--- src/rtl/exec_ctrl_pkg.sv ---
// exec_ctrl_pkg
//   Shared definitions for the tiny processor's fetch/decode/execute sequencer.
//   Contents:
//     unit_e  - ALU unit codes carried in ir[7:5]; the ALU decode uses the same values
//     state_e - sequencer FSM states
//     dec_e   - instruction class as seen by the sequencer (ALU op, BNEZ, ST, HALT)
//     decode_class() - classifies an instruction word into dec_e
//     is_ldi()       - true when the operand comes from the immediate field
package exec_ctrl_pkg;

  localparam int INSTR_W = 8;
  localparam int DATA_W  = 8;

  typedef enum logic [2:0] {
    UNIT_ADD   = 3'd0,
    UNIT_LOGIC = 3'd1,
    UNIT_SHIFT = 3'd2,
    UNIT_LOAD  = 3'd3,
    UNIT_MUL   = 3'd4,
    UNIT_CMP   = 3'd5,
    UNIT_MISC  = 3'd6,
    UNIT_BR    = 3'd7
  } unit_e;

  typedef enum logic [1:0] {
    ST_IDLE  = 2'd0,
    ST_FETCH = 2'd1,
    ST_WAIT  = 2'd2,
    ST_EXEC  = 2'd3
  } state_e;

  typedef enum logic [1:0] {
    DEC_ALU  = 2'd0,
    DEC_BNEZ = 2'd1,
    DEC_ST   = 2'd2,
    DEC_HALT = 2'd3
  } dec_e;

  // Unit 111 is the only non-ALU unit; op and ir[3] split it into BNEZ/ST/HALT.
  function automatic dec_e decode_class(input logic [INSTR_W-1:0] ir);
    dec_e cls;
    if (ir[7:5] != UNIT_BR) begin
      cls = DEC_ALU;
    end else if (!ir[4]) begin
      cls = DEC_BNEZ;
    end else if (!ir[3]) begin
      cls = DEC_ST;
    end else begin
      cls = DEC_HALT;
    end
    return cls;
  endfunction

  function automatic logic is_ldi(input logic [INSTR_W-1:0] ir);
    return (ir[7:5] == UNIT_LOAD) && ir[4];
  endfunction

endpackage

--- src/rtl/exec_ctrl_acc_regfile.sv ---
// acc_regfile
//   Accumulator plus an NREGS x 8 register file.
//   Ports:
//     i_clk, i_rst            clock, asynchronous active-high reset (clears acc and all regs)
//     i_acc_we, i_acc_wdata   accumulator write port
//     i_reg_we, i_reg_waddr,
//     i_reg_wdata             register file write port
//     i_rd_addr, o_rd_data    asynchronous register read port
//     o_acc                   current accumulator value
module acc_regfile
  import exec_ctrl_pkg::*;
#(
  parameter int NREGS = 8,
  parameter int IDX_W = (NREGS > 1) ? $clog2(NREGS) : 1
) (
  input  logic              i_clk,
  input  logic              i_rst,
  input  logic              i_acc_we,
  input  logic [DATA_W-1:0] i_acc_wdata,
  input  logic              i_reg_we,
  input  logic [IDX_W-1:0]  i_reg_waddr,
  input  logic [DATA_W-1:0] i_reg_wdata,
  input  logic [IDX_W-1:0]  i_rd_addr,
  output logic [DATA_W-1:0] o_rd_data,
  output logic [DATA_W-1:0] o_acc
);

  logic [DATA_W-1:0] r_acc;
  logic [DATA_W-1:0] r_regs [NREGS];

  // Accumulator: only written when the sequencer commits an ALU instruction.
  always_ff @(posedge i_clk or posedge i_rst) begin
    if (i_rst) begin
      r_acc <= '0;
    end else if (i_acc_we) begin
      r_acc <= i_acc_wdata;
    end
  end

  // Register file: reset clears every entry so the ALU source operand is defined from the start.
  always_ff @(posedge i_clk or posedge i_rst) begin
    if (i_rst) begin
      for (int i = 0; i < NREGS; i++) begin
        r_regs[i] <= '0;
      end
    end else if (i_reg_we) begin
      r_regs[i_reg_waddr] <= i_reg_wdata;
    end
  end

  assign o_rd_data = r_regs[i_rd_addr];
  assign o_acc     = r_acc;

endmodule

--- src/rtl/exec_ctrl.sv ---
// exec_ctrl
//   Fetch/decode/execute sequencer sitting directly upstream of the ALU.
//   Each instruction takes exactly three cycles: FETCH (read strobe), WAIT (latch ir), EXEC (commit).
//   Ports:
//     clk_in, rst_in        clock, asynchronous active-high reset
//     start_in              run request from the host, honoured only in IDLE
//     busy_out, done_out    run in progress / one-cycle pulse when HALT retires
//     imem_rd_out,
//     imem_addr_out,
//     imem_data_in          program memory read (data one cycle after the strobe)
//     alu_unit_sel_out,
//     alu_op_sel_out,
//     alu_acc_out,
//     alu_src_out,
//     alu_res_in            ALU operand/select outputs and combinational result
//     acc_out, pc_out       observation of accumulator and program counter
module exec_ctrl
  import exec_ctrl_pkg::*;
#(
  parameter int PC_W  = 4,
  parameter int NREGS = 8
) (
  input  logic               clk_in,
  input  logic               rst_in,
  input  logic               start_in,
  output logic               busy_out,
  output logic               done_out,
  output logic               imem_rd_out,
  output logic [PC_W-1:0]    imem_addr_out,
  input  logic [INSTR_W-1:0] imem_data_in,
  output logic [2:0]         alu_unit_sel_out,
  output logic               alu_op_sel_out,
  output logic [DATA_W-1:0]  alu_acc_out,
  output logic [DATA_W-1:0]  alu_src_out,
  input  logic [DATA_W-1:0]  alu_res_in,
  output logic [DATA_W-1:0]  acc_out,
  output logic [PC_W-1:0]    pc_out
);

  localparam int IDX_W = (NREGS > 1) ? $clog2(NREGS) : 1;

  state_e              r_state;
  state_e              w_state_nxt;
  logic [PC_W-1:0]     r_pc;
  logic [PC_W-1:0]     w_pc_nxt;
  logic [PC_W-1:0]     w_pc_inc;
  logic [PC_W-1:0]     w_br_target;
  logic [INSTR_W-1:0]  r_ir;
  logic [INSTR_W-1:0]  w_ir_nxt;
  logic                r_done;
  logic                w_done_nxt;
  logic                w_acc_we;
  logic                w_reg_we;
  logic [DATA_W-1:0]   w_acc;
  logic [DATA_W-1:0]   w_src_reg;
  dec_e                w_dec;

  assign w_dec       = decode_class(r_ir);
  assign w_pc_inc    = r_pc + PC_W'(1);
  assign w_br_target = PC_W'(r_ir[3:0]);

  // State, pc, ir and the done pulse register.
  always_ff @(posedge clk_in or posedge rst_in) begin
    if (rst_in) begin
      r_state <= ST_IDLE;
      r_pc    <= '0;
      r_ir    <= '0;
      r_done  <= 1'b0;
    end else begin
      r_state <= w_state_nxt;
      r_pc    <= w_pc_nxt;
      r_ir    <= w_ir_nxt;
      r_done  <= w_done_nxt;
    end
  end

  // Next-state and commit control. Nothing architectural changes outside EXEC except
  // pc reload on an accepted start and ir capture in WAIT.
  always_comb begin
    w_state_nxt = r_state;
    w_pc_nxt    = r_pc;
    w_ir_nxt    = r_ir;
    w_done_nxt  = 1'b0;
    w_acc_we    = 1'b0;
    w_reg_we    = 1'b0;
    imem_rd_out = 1'b0;
    case (r_state)
      ST_IDLE: begin
        if (start_in) begin
          w_pc_nxt    = '0;
          w_state_nxt = ST_FETCH;
        end
      end
      ST_FETCH: begin
        imem_rd_out = 1'b1;
        w_state_nxt = ST_WAIT;
      end
      ST_WAIT: begin
        w_ir_nxt    = imem_data_in;
        w_state_nxt = ST_EXEC;
      end
      ST_EXEC: begin
        w_state_nxt = ST_FETCH;
        w_pc_nxt    = w_pc_inc;
        case (w_dec)
          DEC_ALU: begin
            w_acc_we = 1'b1;
          end
          DEC_BNEZ: begin
            if (w_acc != '0) begin
              w_pc_nxt = w_br_target;
            end
          end
          DEC_ST: begin
            w_reg_we = 1'b1;
          end
          default: begin
            // HALT leaves pc pointing at itself and pulses done on entry to IDLE.
            w_pc_nxt    = r_pc;
            w_state_nxt = ST_IDLE;
            w_done_nxt  = 1'b1;
          end
        endcase
      end
      default: begin
        w_state_nxt = ST_IDLE;
      end
    endcase
  end

  acc_regfile #(
    .NREGS (NREGS),
    .IDX_W (IDX_W)
  ) u_acc_regfile (
    .i_clk       (clk_in),
    .i_rst       (rst_in),
    .i_acc_we    (w_acc_we),
    .i_acc_wdata (alu_res_in),
    .i_reg_we    (w_reg_we),
    .i_reg_waddr (r_ir[IDX_W-1:0]),
    .i_reg_wdata (w_acc),
    .i_rd_addr   (r_ir[IDX_W-1:0]),
    .o_rd_data   (w_src_reg),
    .o_acc       (w_acc)
  );

  // ALU operands are driven continuously from ir/acc/regs; only EXEC commits the result.
  assign alu_unit_sel_out = r_ir[7:5];
  assign alu_op_sel_out   = r_ir[4];
  assign alu_acc_out      = w_acc;
  assign alu_src_out      = is_ldi(r_ir) ? {4'b0000, r_ir[3:0]} : w_src_reg;

  assign busy_out      = (r_state != ST_IDLE);
  assign done_out      = r_done;
  assign imem_addr_out = r_pc;
  assign acc_out       = w_acc;
  assign pc_out        = r_pc;

endmodule

--- config.mk ---
export PLATFORM = sky130hd
export DESIGN_NAME = exec_ctrl
export DESIGN_NICKNAME = d
export VERILOG_FILES = /design/src/rtl/exec_ctrl_pkg.sv /design/src/rtl/exec_ctrl_acc_regfile.sv /design/src/rtl/exec_ctrl.sv
export SDC_FILE = /design/constraint.sdc
export NUM_CORES = 1
export LEC_CHECK = 0
export BUFFER_PORTS_ARGS = -buffer_cell sky130_fd_sc_hd__buf_2
export CORE_UTILIZATION = 52
export DETAILED_ROUTE_END_ITERATION = 6
export PLACE_DENSITY = 0.76
export SETUP_SLACK_MARGIN = 0.02
export SLEW_MARGIN = 20
export SYNTH_ARGS = -nofsm -noshare
export SYNTH_HDL_FRONTEND = slang
export SYNTH_HIERARCHICAL = 1
export SYNTH_SLANG_ARGS = --single-unit
--- constraint.sdc ---
create_clock -name clk_in -period 2.15 [get_ports clk_in]
set_input_delay 0.215 -clock clk_in [delete_from_list [all_inputs] [get_ports clk_in]]
set_output_delay 0.215 -clock clk_in [all_outputs]
set_load 0.01 [all_outputs]
# [Word-level counts from Yosys, hierarchy flattened]
# Index checks and enable logic that the tools add are counted.
[word_totals] word_cells=60 output_inout_bits=39 reg_bits=87 in_bits=19
[op_classes] eq_ne=9 muxes=24 bitwise=1 n_lt_le_gt_ge=2 addsub=1 n_reduce_logical=10
[op_table] op="$bwmux 64" count=1
[op_table] op="$mux 8" count=4
[op_table] op="$bmux 8 s3" count=1
[op_table] op="$demux 8 s3" count=1
[op_table] op="$pmux 4 s2" count=2
[op_table] op="$mux 1" count=9
[op_table] op="$mux 4" count=2
[op_table] op="$pmux 2 s4" count=1
[op_table] op="$reduce_bool 8->1" count=1
[op_table] op="$eq 2x2->1 const B" count=3
[op_table] op="$mux 2" count=3
[op_table] op="$ne 3x3->1 const B" count=2
[op_table] op="$add 4x1->4 const B" count=1
[op_table] op="$eq 2x1->1 const B" count=2
[op_table] op="$ge 4x4->1 const B" count=1
[op_table] op="$logic_not 2->1" count=2
[op_table] op="$lt 4x1->1 const B" count=1
[op_table] op="$not 3->4" count=1
[op_table] op="$reduce_bool 2->1" count=2
[op_table] op="$eq 3x2->1 const B" count=1
[op_table] op="$reduce_and 3->1" count=1
[op_table] op="$reduce_or 3->1" count=1
[op_table] op="$logic_and 1x1->1" count=2
[op_table] op="$ne 2x2->1 const B" count=1
[op_table] op="$reduce_or 2->1" count=1

# [Depth between registers and ports, before layout]
# Gate-level depths: netlist of the first run.
[logic_depth] word_depth=7 depth_mapped=6 ltp_nobuf=6

# [By module]
# The synthesis of the first run kept the hierarchy.
[by_module_without_submodules] module="acc_regfile" area_each_um2=3303.2 cells_each=190 n_inst=1 seq_area_each_um2=1801.7
[by_module_without_submodules] module="exec_ctrl" area_each_um2=1043.5 cells_each=97 n_inst=1 seq_area_each_um2=375.4

# [Worst setup path before layout of the first run]
# Ideal clock, no wire load.
[synth_timing] kind="flip-flop to flip-flop" from="register r_ir[4]" to="register u_acc_regfile/r_regs[24] (netlist bit)" path_stages_with_launch=7 setup_ns=0.125 required_ns=2.025 path_slack_ns=0.134 path_buffers=2 t_arrival_ns=1.891 synth_period_minus_slack_ns=2.016 cell_sequence="dfrtp_1 nor2b_1 and3_1 clkbuf_1 nor4bb_1 buf_2 mux2_2"
[synth_between] elab_chain_cells=5
[synth_rtl] element="start, declared" line_no="exec_ctrl.sv:48" source="logic [INSTR_W-1:0] r_ir;"
[synth_rtl] element="start signal, assigned" line_no="exec_ctrl.sv:72" source="r_ir <= w_ir_nxt;"
[synth_rtl] element="$mux 2" line_no="exec_ctrl_pkg.sv:44" source="end else if (!ir[4]) begin"
[synth_rtl] element="$mux 2" line_no="exec_ctrl_pkg.sv:42" source="if (ir[7:5] != UNIT_BR) begin"
[synth_rtl] element="$eq 2x2->1" line_no="exec_ctrl.sv:105" source="case (w_dec)"
[synth_rtl] element="$mux 1" line_no="exec_ctrl.sv:105"
[synth_rtl] element="$mux 1" line_no="exec_ctrl.sv:87" source="case (r_state)"
[synth_rtl] element="via w_reg_we" line_no="exec_ctrl.sv:53" source="logic w_reg_we;"
[synth_rtl] element="end signal, assigned by index" line_no="exec_ctrl_acc_regfile.sv:47" source="r_regs[i_reg_waddr] <= i_reg_wdata;"
[synth_rtl] element="end, declared" line_no="exec_ctrl_acc_regfile.sv:29" source="logic [DATA_W-1:0] r_regs [NREGS];"
# The timed path passes the listed nets, and every way through them passes these cells.
# A chain may end at the register's enable or synchronous reset.

# [Worst setup path after layout of the first run]
[layout_timing] from="register r_ir[0]" to="output alu_src_out[3]"
[layout_between] elab_chain_cells=5
[layout_rtl] element="$not 3->4 (implied by the code)" line_no="exec_ctrl_acc_regfile.sv:51" source="assign o_rd_data = r_regs[i_rd_addr];"
[layout_rtl] element="$bmux 8 s3" line_no="exec_ctrl_acc_regfile.sv:51"
[layout_rtl] element="$mux 8 (implied by the code) (2 in a row)" line_no="exec_ctrl_acc_regfile.sv:51"
[layout_rtl] element="via w_src_reg[3]" line_no="exec_ctrl.sv:55" source="logic [DATA_W-1:0] w_src_reg;"
[layout_rtl] element="$mux 8" line_no="exec_ctrl.sv:151" source="assign alu_src_out = is_ldi(r_ir) ? {4'b0000, r_ir[3:0]} : w_src_reg;"
[layout_rtl] element="end, declared" line_no="exec_ctrl.sv:34" source="output logic [DATA_W-1:0] alu_src_out,"
# The timed path passes the listed nets, and every way through them passes these cells. The select of a mux whose other input is x is not followed.

==> results of run 1 <==
## logic make-up after synthesis
kind of cell             count (synthesis)  synth area share (%)
AND/OR/NAND/NOR                         32                  5.64
buffers and inverters                   36                  5.35
multiplexers                           113                  34.7
AO/OA/AOI/OAI                           13                  2.53
adder cells (fa/ha/maj)                  6                  1.73
flip-flops                              87                  50.1
## power groups by stage
stage / Clock, mW / Combinational [mW] / Sequential, mW
after floorplan: 0 / 1.86 / 2.61
after global placement: 0 / 2.52 / 2.67
after detailed placement: 0 / 2.59 / 2.70
after CTS: 1.15 / 3.02 / 2.70
after global routing: 1.22 / 3.24 / 2.79
final: 1.13 / 2.99 / 2.71
## what timing repair did
item	in CTS	in global routing
hold buffers	1	0
endpoints found under the hold margin	87	0
setup endpoints to repair	23	21
gates resized for setup	41	7
pin swaps	1	0
gates cloned	1	0
setup buffers	8	1
## layer usage
metal  global-route usage (%)  vias to the layer above
met5                        0                        -
met2                     40.3                       78
met3                     4.72                       17
met1                     30.5                     1394
met4                     8.85                        0
li1                         -                     1210
## final cells by class
| cell class | instances | area [um2] |
|---|---|---|
| clock buffer | 9 | 124 |
| fill | 610 | 2690 |
| clock inverter | 7 | 75.1 |
| inverter | 7 | 26.3 |
| multi-input combinational | 164 | 1930 |
| tap | 102 | 128 |
| sequential | 87 | 2180 |
| timing repair buffer | 101 | 729 |
## registers in the layout (all words and copies together), names as in the netlist
signal	cells
done_out	1
r_ir	8
imem_addr_out	4
u_acc_regfile/o_acc	8
r_state	2
u_acc_regfile/r_regs	64
## cells in the mapped netlist (all sizes together) (3+ instances only)
master and count:
clkbuf 3, dfrtp 87, nor2 3, buf 26, mux4 16, nor4bb 3
nand2 5, nand4b 4, mux2 92, and2 4, ha 6, mux2i 5
inv 7, o21ai 4
## path summary, 6_finish.rpt
kind,to,slack [ns],cells past startpoint
setup / recovery,alu_src_out[3],-0.18,5
hold / removal,u_acc_regfile/o_acc[1],0.07,2
setup reg to reg,u_acc_regfile/r_regs[41],0.13,6
hold reg to reg,u_acc_regfile/r_regs[23],0.51,1
max in group asynchronous,r_ir[1],1.25,3
min in group asynchronous,r_ir[5],0.47,3
## stage by stage
step	setup TNS [ns]	instances	setup WS (ns)
2_1_floorplan	0	287	0.110
5_1_grt	-1.66	477	-0.247
3_5_place_dp	0	451	0.0247
4_1_cts	-1.33	477	-0.188
6_report	-1.13	477	-0.182
3_3_place_gp	0	451	0.0401
==> results.cfg, run 1 <==
[outcome]
outcome = finished, violations left
violations = setup timing

[power]
p_int_mw = 4.30
p_comb_share_pct = 43.8
p_seq_share_pct = 39.7
clkPwrFrac_pct = 16.5
ir_worst_vdd_mv = 0.704
total_power_mw = 6.83
p_per_area_mw_per_mm2 = 1310
p_leak_nw = 2.56
switchingPower_mw = 2.53
swShare_pct = 37.1

[final_layout]
syn2layout_area_growth_pct = 19.6
mostFrequentLayoutCell = dfrtp_1
layout_common_cells = dfrtp_1, mux2_2, buf_2
drive_above_1_share_pct = 63.2
fin_area_mm2 = 0.00520
n_antenna_cell = 0
fin_util_pct = 65.9
nets = 395

[synth]
synth_warnings = 6
synth_ff_type = dfrtp_1
netlist_area_mm2 = 0.00435
postSynthAreaPerCell_um2 = 15.1
synth_nets = 312
synth_top_cell_area_share_pct = 50.1
ys_types = 38
async_flop_share_pct = 100
seq_area_frac_synth_pct = 50.1
synth_area_leaders = dfrtp_1, mux2_2, mux4_1, buf_4, ha_1
ys_seq_elements = 87
netlist_instances = 287
synth-edff-count = 0
synth.largest_area_cell = dfrtp_1

[worst_setup_path]
crit_path_frequent_cell = mux2_4
crit_arrival_ns = 2.12
timing.rr.start = r_ir[2]
critPathBufInv = 2
cp_slowest_stage_delay_ns = 0.50
cp-start-kind = flip-flop
cp-end-kind = output port
path_cells = buf_12 > mux4_2 > mux2_4 > mux2_4 > buf_6
worstPathRequired_ns = 1.93
path_class = reg2out
cp_slowest_cell = mux4_2
worst-path-max-fanout = 4
startpoint = r_ir[0]
cp_top_family = multiplexers

[run]
maxCapViolCount = 0

[routing]
postRouteWirelength_um = 9370
drtIter0Drc = 120
vias_per_cell = 5.66
avgRoutedWirePerCell_um = 19.6
top_layer = met4
postRouteAntennaNets = 0
met1_length_um = 4060
dr_wl_met3_um = 437
drc = 0
vias = 2699
route.met2.wl_um = 4680
drt_pass1_iterations = 4

[clocking]
cts_tree = yes
clock_sinks = 87
cts_root_buf = clkbuf_8
cts_buffers = 9
clk_path_buf_depth = 2
clock_latency_ns = 0.37
path_clk_slew_ns = 0.10
cts_htree_levels = 3

[global_routing]
overflow = 0
grt_pass1_vias = 2837
grtUsageTotal_pct = 23.9
grt_first_pass_wirelength_um = 15300
grt_max_degree = 73
antenna_found_initial = 0

[floorplanning]
die_h_um = 93.4
start_util_pct = 55.1
die-area_mm2 = 0.00873
dieWidth_um = 93.4
coreArea_mm2 = 0.00789
num_rows = 32
io_pins = 58

[sta]
setup_slack_ns = -0.182
max-slew-margin-rel_pct = 60.2
max_freq_mhz = 429
worst_hold_slack_ns = 0.0682
final-max-slew-violation-count = 0
setup_viol = 8
period_share_pct = 108
finalHoldViolCount = 0
fin_skew_ns = 0.0113
rsz0062_at_grt = true
finalCriticalPeriod_ns = 2.33
max_slew.worst_pin.slew_ns = 0.597

[placed_design]
postPlaceCellArea_mm2 = 0.00482
portBuffers = 57
post-dp-hpwl_um = 6480
gp_congestion = 0.783

[worst_hold_path]
min_from = alu_res_in[1]
min_path_type = in2reg
Power figures use the tool's default switching activity.
==> run 2, diff against run 1 <==
CORE_ASPECT_RATIO = 0.9   (was not set)
==> run 2 against run 1 <==
  * Maximum frequency grew 1.5%
  * Die area hardly changed
  * Final area shrank 0.38%
  * The flow finishes with violations (DRC, setup timing)
  * Count of clock-buffer cells in the layout up 2
  * Global-route usage fell by 0.43 points
  * Combinational power grew 2%
  * First-iteration DRC count shrank 18%
  * Critical path type unchanged
  * Largest power group unchanged
  * Sequential power is 3% lower
  * Highest routed layer unchanged
==> results.cfg, run 2 (synthesis gave the netlist of run 1 again) <==
[outcome]
outcome = finished, violations left
violations = DRC, setup timing

[final_layout]
nets = 391
n_antenna_cell = 0
fin_area_mm2 = 0.00518
num-fill-cells = 626
fin_util_pct = 64.2
drive_above_1_share_pct = 62.9
final_cells = 468
largest_reg_flops = 64
largest-register = u_acc_regfile/r_regs
layout_common_cells = dfrtp_1, mux2_2, buf_2
mostFrequentLayoutCell = dfrtp_1
syn2layout_area_growth_pct = 19.1

[floorplanning]
io_pins = 58
die_h_um = 88.7
die-area_mm2 = 0.00873
coreArea_mm2 = 0.00807
dieWidth_um = 98.4
start_util_pct = 53.9
num_rows = 31

[worst_setup_path]
cp-end-kind = output port
cp_slowest_cell = dfrtp_2
cp_slowest_stage_delay_ns = 0.50
r2r-end = u_acc_regfile/r_regs[25]
worstPathRequired_ns = 1.93
rr_worst_depth = 5
worst-path-max-fanout = 6
cp-start-kind = flip-flop
path_class = reg2out
timing.rr.start = r_ir[7]
crit_path_frequent_cell = buf_6
crit_arrival_ns = 2.08
r2r_slack_ns = 0.15
path_cells = buf_6 > mux4_2 > mux2_4 > and2_4 > buf_6

[sta]
finalHoldViolCount = 0
max_slew.worst_pin.slew_ns = 0.609
setup_viol = 8
max-slew-margin-rel_pct = 59.3
setup_slack_ns = -0.147
period_share_pct = 107
rsz0062_at_grt = true
tns_ns = -1.01
finalCriticalPeriod_ns = 2.30
max_freq_mhz = 435
fin_skew_ns = 0.00962
final-max-slew-violation-count = 0

[clocking]
cts_tree = yes
path_clk_slew_ns = 0.08
cts_htree_levels = 3
cts_root_buf = clkbuf_8
clock_sinks = 87
cts_buffers = 9
clock_latency_ns = 0.35
clk_path_buf_depth = 2

[placed_design]
postPlaceCellArea_mm2 = 0.00482
place_inst = 448
gp_congestion = 0.859
portBuffers = 57
post-dp-hpwl_um = 6300

[worst_hold_path]
hold_path_end = r_ir[6]
min_path_type = in2reg
holdPathStages = 2
min_from = imem_data_in[6]

[global_routing]
overflow = 0
grt_max_degree = 73
antenna_found_initial = 0
grt_first_pass_wirelength_um = 15000
grtUsageTotal_pct = 23.4
grt_pass1_vias = 2657

[routing]
drtIter0Drc = 98
drt_pass1_iterations = 6
postRouteWirelength_um = 9320
vias_per_cell = 5.73
drc = 2
vias = 2681
avgRoutedWirePerCell_um = 19.9
postRouteAntennaNets = 0

[power]
p_per_area_mw_per_mm2 = 1340
p_leak_nw = 2.55
ir_worst_vdd_mv = 0.656

[run]
maxCapViolCount = 0
run 2: worst max-delay path, delay by kind of cell (launching register included):
| family | cells | cell delay [ns] |
|---|---|---|
| flops | 1 | 0.50 |
| simple gates | 1 | 0.14 |
| mux | 2 | 0.80 |
| buf+inv | 2 | 0.29 |
run 2: report_power, final:
group / internal [mW] / total [mW] / switching (mW)
Combinational: 1.63 / 3.04 / 1.40
Clock: 0.705 / 1.25 / 0.547
Sequential: 2.14 / 2.62 / 0.487
Total: 4.48 / 6.91 / 2.44
run 2: timing repair:
item | 4_1_cts | 5_1_grt
gates resized for setup | 40 | 11
setup buffers | 5 | 0
cloned | 0 | 0
hold buffers | 1 | 0
endpoints found under the setup margin | 19 | 32
hold endpoints to repair | 87 | 0
run 2: cell type report:
type / count / area, um2 / share of cell area (%)
Multi-Input combinational cell: 164 / 1960 / 37.8
Tap cell: 99 / 124 / 2.39
Clock buffer: 11 / 151 / 2.92
Timing Repair Buffer: 97 / 672 / 13.0
Inverter: 7 / 26.3 / 0.507
Clock inverter: 3 / 67.6 / 1.30
Sequential cell: 87 / 2180 / 42.1
run 2: how the worst max path moves through the flow:
stage / startpoint / end / depth (start not counted)
3_5_place_dp: r_ir[7] / u_acc_regfile/r_regs[29] / 5
2_1_floorplan: rst_in / u_acc_regfile/o_acc[0] / 1
4_1_cts: r_ir[0] / alu_src_out[7] / 5
5_1_grt: r_ir[0] / alu_src_out[1] / 6
6_report: r_ir[0] / alu_src_out[4] / 5
3_3_place_gp: r_ir[6] / u_acc_regfile/r_regs[29] / 5
run 2: metal layers:
layer	wire, um	track usage [%]	vias to the layer above
met5	0	0	-
li1	-	-	1205
met4	124	7.60	0
met1	4450	33.4	1396
met2	4420	37.4	69
met3	325	3.79	11
run 2: through the flow:
step / hold WS [ns] / setup WS (ns) / power, mW
after floorplan: 0.116 / 0.110 / 4.47
after global placement: 0.329 / 0.0503 / 5.21
after detailed placement: 0.338 / 0.0146 / 5.29
after CTS: 0.0764 / -0.177 / 6.86
after global routing: 0.0784 / -0.237 / 7.34
final: 0.0938 / -0.147 / 6.91
